## src/rtl/vbus_pkg.sv

```systemverilog
// vbus_pkg: shared definitions for the GPU video-port bus initiator.
//   - vbus_state_e : initiator sequencing states
//   - VRAM/OAM address window bounds
//   - GPU mode encodings (mode_video)
//   - in_window()  : inclusive address range test
package vbus_pkg;

    typedef enum logic [2:0] {
        ST_IDLE   = 3'd0,
        ST_GATE   = 3'd1,
        ST_SETUP  = 3'd2,
        ST_STROBE = 3'd3,
        ST_RESP   = 3'd4
    } vbus_state_e;

    localparam logic [15:0] VRAM_LO = 16'h8000;
    localparam logic [15:0] VRAM_HI = 16'h9FFF;
    localparam logic [15:0] OAM_LO  = 16'hFE00;
    localparam logic [15:0] OAM_HI  = 16'hFE9F;

    localparam logic [1:0] MODE_HBLANK = 2'd0;
    localparam logic [1:0] MODE_VBLANK = 2'd1;
    localparam logic [1:0] MODE_OAM    = 2'd2;
    localparam logic [1:0] MODE_XFER   = 2'd3;

    function automatic logic in_window(input logic [15:0] addr,
                                       input logic [15:0] lo,
                                       input logic [15:0] hi);
        return (addr >= lo) && (addr <= hi);
    endfunction

endpackage

```

## src/rtl/vbus_gate_check.sv

```systemverilog
// vbus_gate_check: combinational access-window check for the GPU video port.
//   addr_i    in  16  target address
//   mode_i    in  2   GPU mode
//   blocked_o out 1   1 = access not permitted in this mode
// VRAM is closed during pixel transfer; OAM is closed during OAM scan and
// transfer. Every other address is always open.
module vbus_gate_check
    import vbus_pkg::*;
(
    input  logic [15:0] addr_i,
    input  logic [1:0]  mode_i,
    output logic        blocked_o
);

    // Window/mode decode.
    always_comb begin
        blocked_o = 1'b0;
        if (in_window(addr_i, VRAM_LO, VRAM_HI) && (mode_i == MODE_XFER)) begin
            blocked_o = 1'b1;
        end else if (in_window(addr_i, OAM_LO, OAM_HI) && (mode_i >= MODE_OAM)) begin
            blocked_o = 1'b1;
        end else begin
            blocked_o = 1'b0;
        end
    end

endmodule

```

## src/rtl/vbus_initiator.sv

```systemverilog
// vbus_initiator: single-command bus master for the GPU video port.
// Accepts one read/write over cmd_valid/cmd_ready, waits for the mode window
// to open, then runs setup/strobe phases paced by cpu_ce and returns a
// one-clock response pulse.
// Ports:
//   clk33, top_rst_b (async active-low), cpu_ce (timing tick)
//   cmd_valid/cmd_ready/cmd_we/cmd_addr/cmd_wdata : command channel
//   rsp_valid/rsp_rdata/rsp_err                   : response channel
//   mode_video, do_video                          : from GPU
//   mem_enable_video, rd_n_video, wr_n_video, A_video, di_video : to GPU
// Optional feature macro: VBUS_TIMEOUT_EN -- aborts a command that stays
// mode-blocked for TIMEOUT_TICKS ticks (rsp_err=1, rsp_rdata=8'hFF).
module vbus_initiator
    import vbus_pkg::*;
#(
    parameter int SETUP_TICKS   = 1,
    parameter int STROBE_TICKS  = 2,
    parameter int TIMEOUT_TICKS = 1024
) (
    input  logic        clk33,
    input  logic        top_rst_b,
    input  logic        cpu_ce,
    input  logic        cmd_valid,
    output logic        cmd_ready,
    input  logic        cmd_we,
    input  logic [15:0] cmd_addr,
    input  logic [7:0]  cmd_wdata,
    output logic        rsp_valid,
    output logic [7:0]  rsp_rdata,
    output logic        rsp_err,
    input  logic [1:0]  mode_video,
    input  logic [7:0]  do_video,
    output logic        mem_enable_video,
    output logic        rd_n_video,
    output logic        wr_n_video,
    output logic [15:0] A_video,
    output logic [7:0]  di_video
);

    localparam logic [3:0] SETUP_LAST  = 4'(SETUP_TICKS);
    localparam logic [3:0] STROBE_LAST = 4'(STROBE_TICKS);

    vbus_state_e state_q;
    logic        we_q;
    logic [15:0] addr_q;
    logic [7:0]  wdata_q;
    logic [3:0]  tick_q;
    logic [3:0]  tick_d;
    logic        cmd_ready_q;
    logic        rsp_valid_q;
    logic [7:0]  rsp_rdata_q;
    logic        mem_en_q;
    logic        rd_n_q;
    logic        wr_n_q;
    logic [15:0] a_q;
    logic [7:0]  di_q;
    logic        blocked_s;

    vbus_gate_check u_gate (
        .addr_i    (addr_q),
        .mode_i    (mode_video),
        .blocked_o (blocked_s)
    );

    // Saturating phase tick counter increment.
    assign tick_d = (tick_q == 4'hF) ? tick_q : (tick_q + 4'd1);

`ifdef VBUS_TIMEOUT_EN
    localparam logic [15:0] TIMEOUT_LAST = 16'(TIMEOUT_TICKS);
    logic [15:0] to_q;
    logic [15:0] to_d;
    logic        rsp_err_q;

    // Saturating blocked-wait counter increment.
    assign to_d    = (to_q == 16'hFFFF) ? to_q : (to_q + 16'd1);
    assign rsp_err = rsp_err_q;
`else
    assign rsp_err = 1'b0;
`endif

    // Command sequencing FSM with registered port outputs.
    always_ff @(posedge clk33 or negedge top_rst_b) begin
        if (!top_rst_b) begin
            state_q     <= ST_IDLE;
            we_q        <= 1'b0;
            addr_q      <= 16'h0000;
            wdata_q     <= 8'h00;
            tick_q      <= 4'd0;
            cmd_ready_q <= 1'b0;
            rsp_valid_q <= 1'b0;
            rsp_rdata_q <= 8'h00;
            mem_en_q    <= 1'b0;
            rd_n_q      <= 1'b1;
            wr_n_q      <= 1'b1;
            a_q         <= 16'h0000;
            di_q        <= 8'h00;
`ifdef VBUS_TIMEOUT_EN
            to_q        <= 16'd0;
            rsp_err_q   <= 1'b0;
`endif
        end else begin
            // Response is a single-cycle pulse unless re-set below.
            rsp_valid_q <= 1'b0;
            case (state_q)
                ST_IDLE: begin
                    if (cmd_valid && cmd_ready_q) begin
                        we_q        <= cmd_we;
                        addr_q      <= cmd_addr;
                        wdata_q     <= cmd_wdata;
                        cmd_ready_q <= 1'b0;
                        state_q     <= ST_GATE;
`ifdef VBUS_TIMEOUT_EN
                        to_q        <= 16'd0;
`endif
                    end else begin
                        cmd_ready_q <= 1'b1;
                    end
                end
                ST_GATE: begin
                    if (cpu_ce && !blocked_s) begin
                        a_q      <= addr_q;
                        di_q     <= wdata_q;
                        mem_en_q <= 1'b1;
                        tick_q   <= 4'd0;
                        state_q  <= ST_SETUP;
                    end else if (cpu_ce) begin
`ifdef VBUS_TIMEOUT_EN
                        // Blocked tick: abort without ever touching the bus.
                        to_q <= to_d;
                        if (to_d >= TIMEOUT_LAST) begin
                            rsp_valid_q <= 1'b1;
                            rsp_err_q   <= 1'b1;
                            rsp_rdata_q <= 8'hFF;
                            state_q     <= ST_RESP;
                        end else begin
                            state_q <= ST_GATE;
                        end
`else
                        state_q <= ST_GATE;
`endif
                    end else begin
                        state_q <= ST_GATE;
                    end
                end
                ST_SETUP: begin
                    if (cpu_ce && (tick_d >= SETUP_LAST)) begin
                        // Exactly one strobe goes low, selected by direction.
                        tick_q  <= 4'd0;
                        rd_n_q  <= we_q;
                        wr_n_q  <= ~we_q;
                        state_q <= ST_STROBE;
                    end else if (cpu_ce) begin
                        tick_q <= tick_d;
                    end else begin
                        tick_q <= tick_q;
                    end
                end
                ST_STROBE: begin
                    if (cpu_ce && (tick_d >= STROBE_LAST)) begin
                        // Final tick: sample read data and close the cycle.
                        rd_n_q      <= 1'b1;
                        wr_n_q      <= 1'b1;
                        mem_en_q    <= 1'b0;
                        rsp_valid_q <= 1'b1;
                        if (!we_q) begin
                            rsp_rdata_q <= do_video;
                        end else begin
                            rsp_rdata_q <= rsp_rdata_q;
                        end
`ifdef VBUS_TIMEOUT_EN
                        rsp_err_q   <= 1'b0;
`endif
                        state_q     <= ST_RESP;
                    end else if (cpu_ce) begin
                        tick_q <= tick_d;
                    end else begin
                        tick_q <= tick_q;
                    end
                end
                ST_RESP: begin
                    cmd_ready_q <= 1'b1;
                    state_q     <= ST_IDLE;
                end
                default: begin
                    mem_en_q    <= 1'b0;
                    rd_n_q      <= 1'b1;
                    wr_n_q      <= 1'b1;
                    cmd_ready_q <= 1'b0;
                    state_q     <= ST_IDLE;
                end
            endcase
        end
    end

    assign cmd_ready        = cmd_ready_q;
    assign rsp_valid        = rsp_valid_q;
    assign rsp_rdata        = rsp_rdata_q;
    assign mem_enable_video = mem_en_q;
    assign rd_n_video       = rd_n_q;
    assign wr_n_video       = wr_n_q;
    assign A_video          = a_q;
    assign di_video         = di_q;

endmodule
```

## config.mk

```make
export PLATFORM = sky130hd
export DESIGN_NAME = vbus_initiator
export DESIGN_NICKNAME = d
export VERILOG_FILES = /design/src/rtl/vbus_pkg.sv /design/src/rtl/vbus_gate_check.sv /design/src/rtl/vbus_initiator.sv
export SDC_FILE = /design/constraint.sdc
export NUM_CORES = 1
export LEC_CHECK = 0
export CORE_MARGIN = 2
export CORE_UTILIZATION = 38
export CTS_CLUSTER_SIZE = 10
export DETAILED_ROUTE_END_ITERATION = 10
export SETUP_SLACK_MARGIN = 0.05
export SYNTH_ARGS = -nofsm -noshare
export SYNTH_HDL_FRONTEND = slang
export SYNTH_HIERARCHICAL = 1
export SYNTH_SLANG_ARGS = --single-unit
```

## constraint.sdc

```tcl
create_clock -name clk33 -period 2.3 [get_ports clk33]
set_input_delay 0.23 -clock clk33 [delete_from_list [all_inputs] [get_ports clk33]]
set_output_delay 0.23 -clock clk33 [all_outputs]
set_load 0.05 [all_outputs]
```

; ---- Word level (Yosys, flattened, before mapping)
; Cells that the tools add are included.
[word_totals]
reg_bits = 69
latchBits = 0
ram_bits = 0
rom_bits = 0
in_bits = 39
output_inout_bits = 38
memories = 0
[classes]
addsub = 1
multipliers = 0
n_div = 0
order_cmp = 7
n_eq_ne = 11
shift = 0
muxes = 25
n_bitwise = 3
n_reduce_logical = 21
[op_table]
columns = operator, n
row1 = "16-bit >= comparator, second input constant", 2
row2 = "16-bit less-or-equal comparator, second input constant", 2
row3 = 4-bit two-way mux, 5
row4 = 3-bit AND reduction, 5
row5 = 1-bit case mux with 3 select lines, 4
row6 = 3-bit case mux with 4 select lines, 1
row7 = 4-bit case mux with 3 select lines, 1
row8 = 1-bit two-way mux, 10
row9 = "2-bit inequality test, second input constant", 5
row10 = 3-bit two-way mux, 3
row11 = 3-bit OR reduction, 3
row12 = 1-bit logical AND, 8
row13 = "3-bit by 2-bit == test with 1-bit output, second input constant", 2
row14 = "4-bit by 1-bit adder with 4-bit output, second input constant", 1
row15 = "4-bit == test, second input constant", 1
row16 = "4-bit by 1-bit >= comparator with 1-bit output, second input constant", 1
row17 = "4-bit by 2-bit >= comparator with 1-bit output, second input constant", 1
row18 = 2-bit AND reduction, 2
row19 = "3-bit by 1-bit == test with 1-bit output, second input constant", 1
row20 = "3-bit == test, second input constant", 1
row21 = 3-bit zero test, 1
row22 = 1-bit inverter, 3
row23 = 3-bit nonzero test, 1
row24 = "2-bit == test, second input constant", 1
row25 = 3 further kinds, 3

; ---- Logic depth before layout (Yosys ltp)
[logic_depth]
ltp_word = 9
depth_mapped = 8
ltp_nobuf = 7

; ---- Modules after synthesis
; The synthesis kept the hierarchy.
[by_module_without_submodules]
columns = module, n_inst, cells_per_inst, area_per_inst_um2
row1 = vbus_initiator, 1, 196, 2887.8
row2 = vbus_gate_check, 1, 7, 41.3

; ---- Least setup slack after synthesis
; Ideal clock, no wire load.
[synth_timing]
kind = reg2reg
from = reg tick_q[0]
to = reg rsp_rdata_q[0], in the netlist rsp_rdata[0]
setup_ns = 0.125
arrival_time_ns = 1.811
required_time_ns = 2.175
path_slack_ns = 0.364
path_stages_with_launch = 9
period_less_slack_ns = 1.936
path_cell_list = dfrtp_1 -> inv_1 -> ha_1 -> or2_1 -> nor2_4 -> a211oi_4 -> and2b_1 -> buf_6 -> mux2_4
[synth_between]
elab_chain_len = 5
elab_cells_between_ends = 6
classes_between = add/sub: 1 / order compare: 1 / eq/ne: 1 / mux: 1 / reduce/logical: 2
[synth_rtl]
columns = item, line_no
row1 = start: declaration, vbus_initiator.sv:47  ; logic [3:0] tick_q;
row2 = start signal: assignment, vbus_initiator.sv:153  ; tick_q <= tick_d;
row3 = start signal: assignment, vbus_initiator.sv:155  ; tick_q <= tick_q;
row4 = start signal: assignment, vbus_initiator.sv:175  ; tick_q <= tick_d;
row5 = 4-bit by 1-bit adder with 4-bit output or 4-bit == test (tied branches), vbus_initiator.sv:66  ; assign tick_d = (tick_q == 4'hF) ? tick_q : (tick_q + 4'd1);
row6 = 4-bit two-way mux *, vbus_initiator.sv:66
row7 = 4-bit by 2-bit >= comparator with 1-bit output *, vbus_initiator.sv:159  ; if (cpu_ce && (tick_d >= STROBE_LAST)) begin
row8 = 1-bit logical AND *, vbus_initiator.sv:159
row9 = 3-bit AND reduction (no source line) *, -
row10 = end signal: assignment, vbus_initiator.sv:166  ; rsp_rdata_q <= do_video;
row11 = end signal: assignment, vbus_initiator.sv:168  ; rsp_rdata_q <= rsp_rdata_q;
row12 = end: declaration, vbus_initiator.sv:51  ; logic [7:0] rsp_rdata_q;
; Mark *: on every way between the ends. The rest lies on a longest branch, timed or not.
; A chain may end at the register's enable or synchronous reset.

; ---- Worst setup path after layout
; Ends and elaborated chain as after synthesis.

==> flow_metrics.tcl <==
set metrics [dict create \
    outcome "complete, no violations" \
    cp_top_family "simple AND/OR/NAND/NOR gates" \
    die-area_um2 8430 \
    p_leak_nw 1.68 \
    rows 32 \
    worst_ep_arrival_time_ps 2330 \
    ys_warn_count 6 \
    fin_nets 331 \
    synth_cell_types 43 \
    cts.sinks 69 \
    fin_util 0.528 \
    grt_overflow 0 \
    synth_edf_count 0 \
    drive_gt1_frac 0.320 \
    synth_top_cell_by_area "dfrtp_1" \
    htreeDepth 3 \
    initial_utilization 0.385 \
    drt_iter0_markers 56 \
    dr.pass1.iters 4 \
    critical_path_buf_inv_count 2 \
    syn2layout_area_growth_pct 37.1 \
    n_antenna_cell 0 \
    min_period_over_period 0.912 \
    hold_viol 0 \
    dieWidth_um 91.8 \
    synthArstFlopShare 1.00 \
    critPathSlowestCell "dfrtp_1" \
    ff2ff_setup_slack_ps 200 \
    vias_per_cell 4.87 \
    worstReg2RegEnd "rsp_rdata[0]" \
    finalSetupViolations 0 \
    dr.max_layer_used "met4" \
    reg2reg_from "tick_q[0]" \
    ir_worst_vdd_mv 0.761 \
    numCtsBuffers 9 \
    grt_max_degree 40 \
    met2_length_um 2710 \
    timing.hold.ws_ps 336 \
    grtUsageTotal 0.151 \
    cap_violations 0 \
    hold_class "input pin to async pin" \
    layout_min_cycle_time_ps 2100 \
    grt_antenna_before_repair 0 \
    via_count 1927 \
    clock_skew_ps 8.03 \
    critPathMaxFanout 8 \
    slew_headroom 0.649 \
    crit_chain "inv_1 -> ha_1 -> or2_1 -> nor2_4 -> a211oi_4 -> and2b_1 -> buf_12 -> mux2_4" \
    slowest_delay_ps 420 \
    ios 77 \
    fmax_mhz 477 \
    insertion_delay_ps 350 \
    post_cts_resized 0 \
    synth-main-ff-cell "dfrtp_1" \
    rsz0062_at_grt "false" \
    hpwl_um 4070 \
    synth_top_cells_by_area "dfrtp_1 (57%), mux2_2 (19%), mux2_4 (4.1%)" \
    report.final.slew_viol_count 0 \
    post-synth-top-area-fraction 0.572 \
    syn_area_per_cell_um2 14.4 \
    placedInstanceArea_um2 3830 \
    drc 0 \
    cts.clk_slew.worst_paths_ps 80 \
    route.met3.wl_um 386 \
    synthesis.nets 245 \
    clock_path_buffers 2 \
    antenna_left 0 \
    wl_um 5780 \
    seq_area_frac_synth 0.590 \
    critical_path_required_ps 2530 \
    syn_inst 203 \
    postCtsSetupRepairBufs 0 \
    core_um2 7610 \
    place_congestion 0.849 \
    critPathKind "flop to flop" \
    critPathCaptureType "flop" \
    synth_seq_cells 69 \
    clockRootBuffer "clkbuf_8" \
    wl_per_cell_um 14.6 \
    grt_pass1_vias 1994 \
    fin_setup_tns_ps 0 \
    tritoncts "built" \
    portBuffers 75 \
    netlist_area_um2 2930 \
    tightest_slew_ps 525 \
    start_kind "flop" \
    met1_length_um 2580 \
    design_area_um2 4020 \
    rr_worst_depth 8 \
    die-height_um 91.8 \
    grt_pass1_wl_um 9820 \
    power.density_nw_per_um2 1520 \
]
final cells by class:
cell class	count	area, um^2
Clock buffer	10	128
Clock inverter	6	47.5
Fill cell	683	3590
Inverter	4	15.0
Multi-Input combinational cell	121	1120
Sequential cell	69	1730
Tap cell	102	128
Timing Repair Buffer	84	853
layer usage:
layer	vias up	track usage
met5	-	0
met4	0	0.0709
met3	8	0.0551
met2	62	0.228
met1	964	0.194
li1	893	-
Yosys cell counts (2+ instances only):
cell type and number:
buf_4 2, dfrtp_1 67, buf_2 4, buf_6 3, mux2_2 49, nand3_1 2, inv_1 3, or2_1 2
a21oi_1 8, a41oi_1 2, dfstp_2 2, o21ai_0 2, nand2_1 6, nor3b_1 2, a31o_2 2, ha_1 3
or2_2 2, nor3_1 4, nand4_1 3, nor2_1 4, mux2_4 8, and2_1 2
timing repair:
item,4_1_cts,5_1_grt
hold endpoints to repair,13,0
hold buffers,1,0
setup endpoints to repair,0,8
power by group:
part	switching (W)	leakage, nW	internal, W	total (W)
logic	0.00175	0.765	0.00133	0.00308
clock network	0.000478	0.0755	0.000398	0.000876
registers	0.000350	0.839	0.00180	0.00215
worst reg2reg max path, cell delays in order, from the launching register on:
cell and delay (ps):
dfrtp_1 420, inv_1 100, ha_1 280, or2_1 170
nor2_4 60, a211oi_4 300, and2b_1 220, buf_12 140
mux2_4 300
cell families after synthesis:
logic type	Yosys count	synth area share
xor+xnor	1	0.00299
fa+ha+maj	3	0.0128
buf+inv	13	0.0286
other cells	1	0.00128
compound gates	23	0.0577
flops	69	0.590
mux	57	0.229
simple gates	36	0.0769
cells in the final DEF, fill, tap and decap left out, types with 2 or more instances in the layout:
cell	count
a21oi_1	8
a31o_2	2
a41oi_1	2
and2_1	2
buf_12	3
buf_4	5
clkbuf_8	9
clkdlybuf4s50_1	74
clkinvlp_4	4
dfrtp_1	67
dfstp_2	2
ha_1	3
inv_1	3
inv_6	2
mux2_2	49
mux2_4	8
nand2_1	6
nand3_1	2
nand4_1	3
nor2_1	4
nor3_1	4
nor3b_1	2
o21ai_0	2
or2_1	2
or2_2	2
flip-flops by register name (all words and copies together), names as in the netlist, 3 cells and up:
register   cells
tick_q         4
A_video       16
rsp_rdata      8
state_q        3
di_video       8
addr_q        16
wdata_q        8
how the worst max path moves through the flow:
stage | startpoint | to | cells past startpoint
after global routing | tick_q[0] | rsp_rdata[0] | 8
after global placement | cpu_ce | di_video[6] | 6
after CTS | tick_q[0] | rsp_rdata[3] | 8
final | tick_q[0] | rsp_rdata[0] | 8
after floorplan | tick_q[0] | rsp_rdata[0] | 8
after detailed placement | tick_q[0] | rsp_rdata[7] | 8
per-stage QoR:
stage          power, W  setup WS (ps)  std cells
2_1_floorplan   0.00428            364        203
3_3_place_gp    0.00523            190        379
3_5_place_dp    0.00527            167        379
4_1_cts         0.00618            151        396
5_1_grt         0.00645           58.4        396
6_report        0.00610            203        396
(Power assumes the default switching activity.)
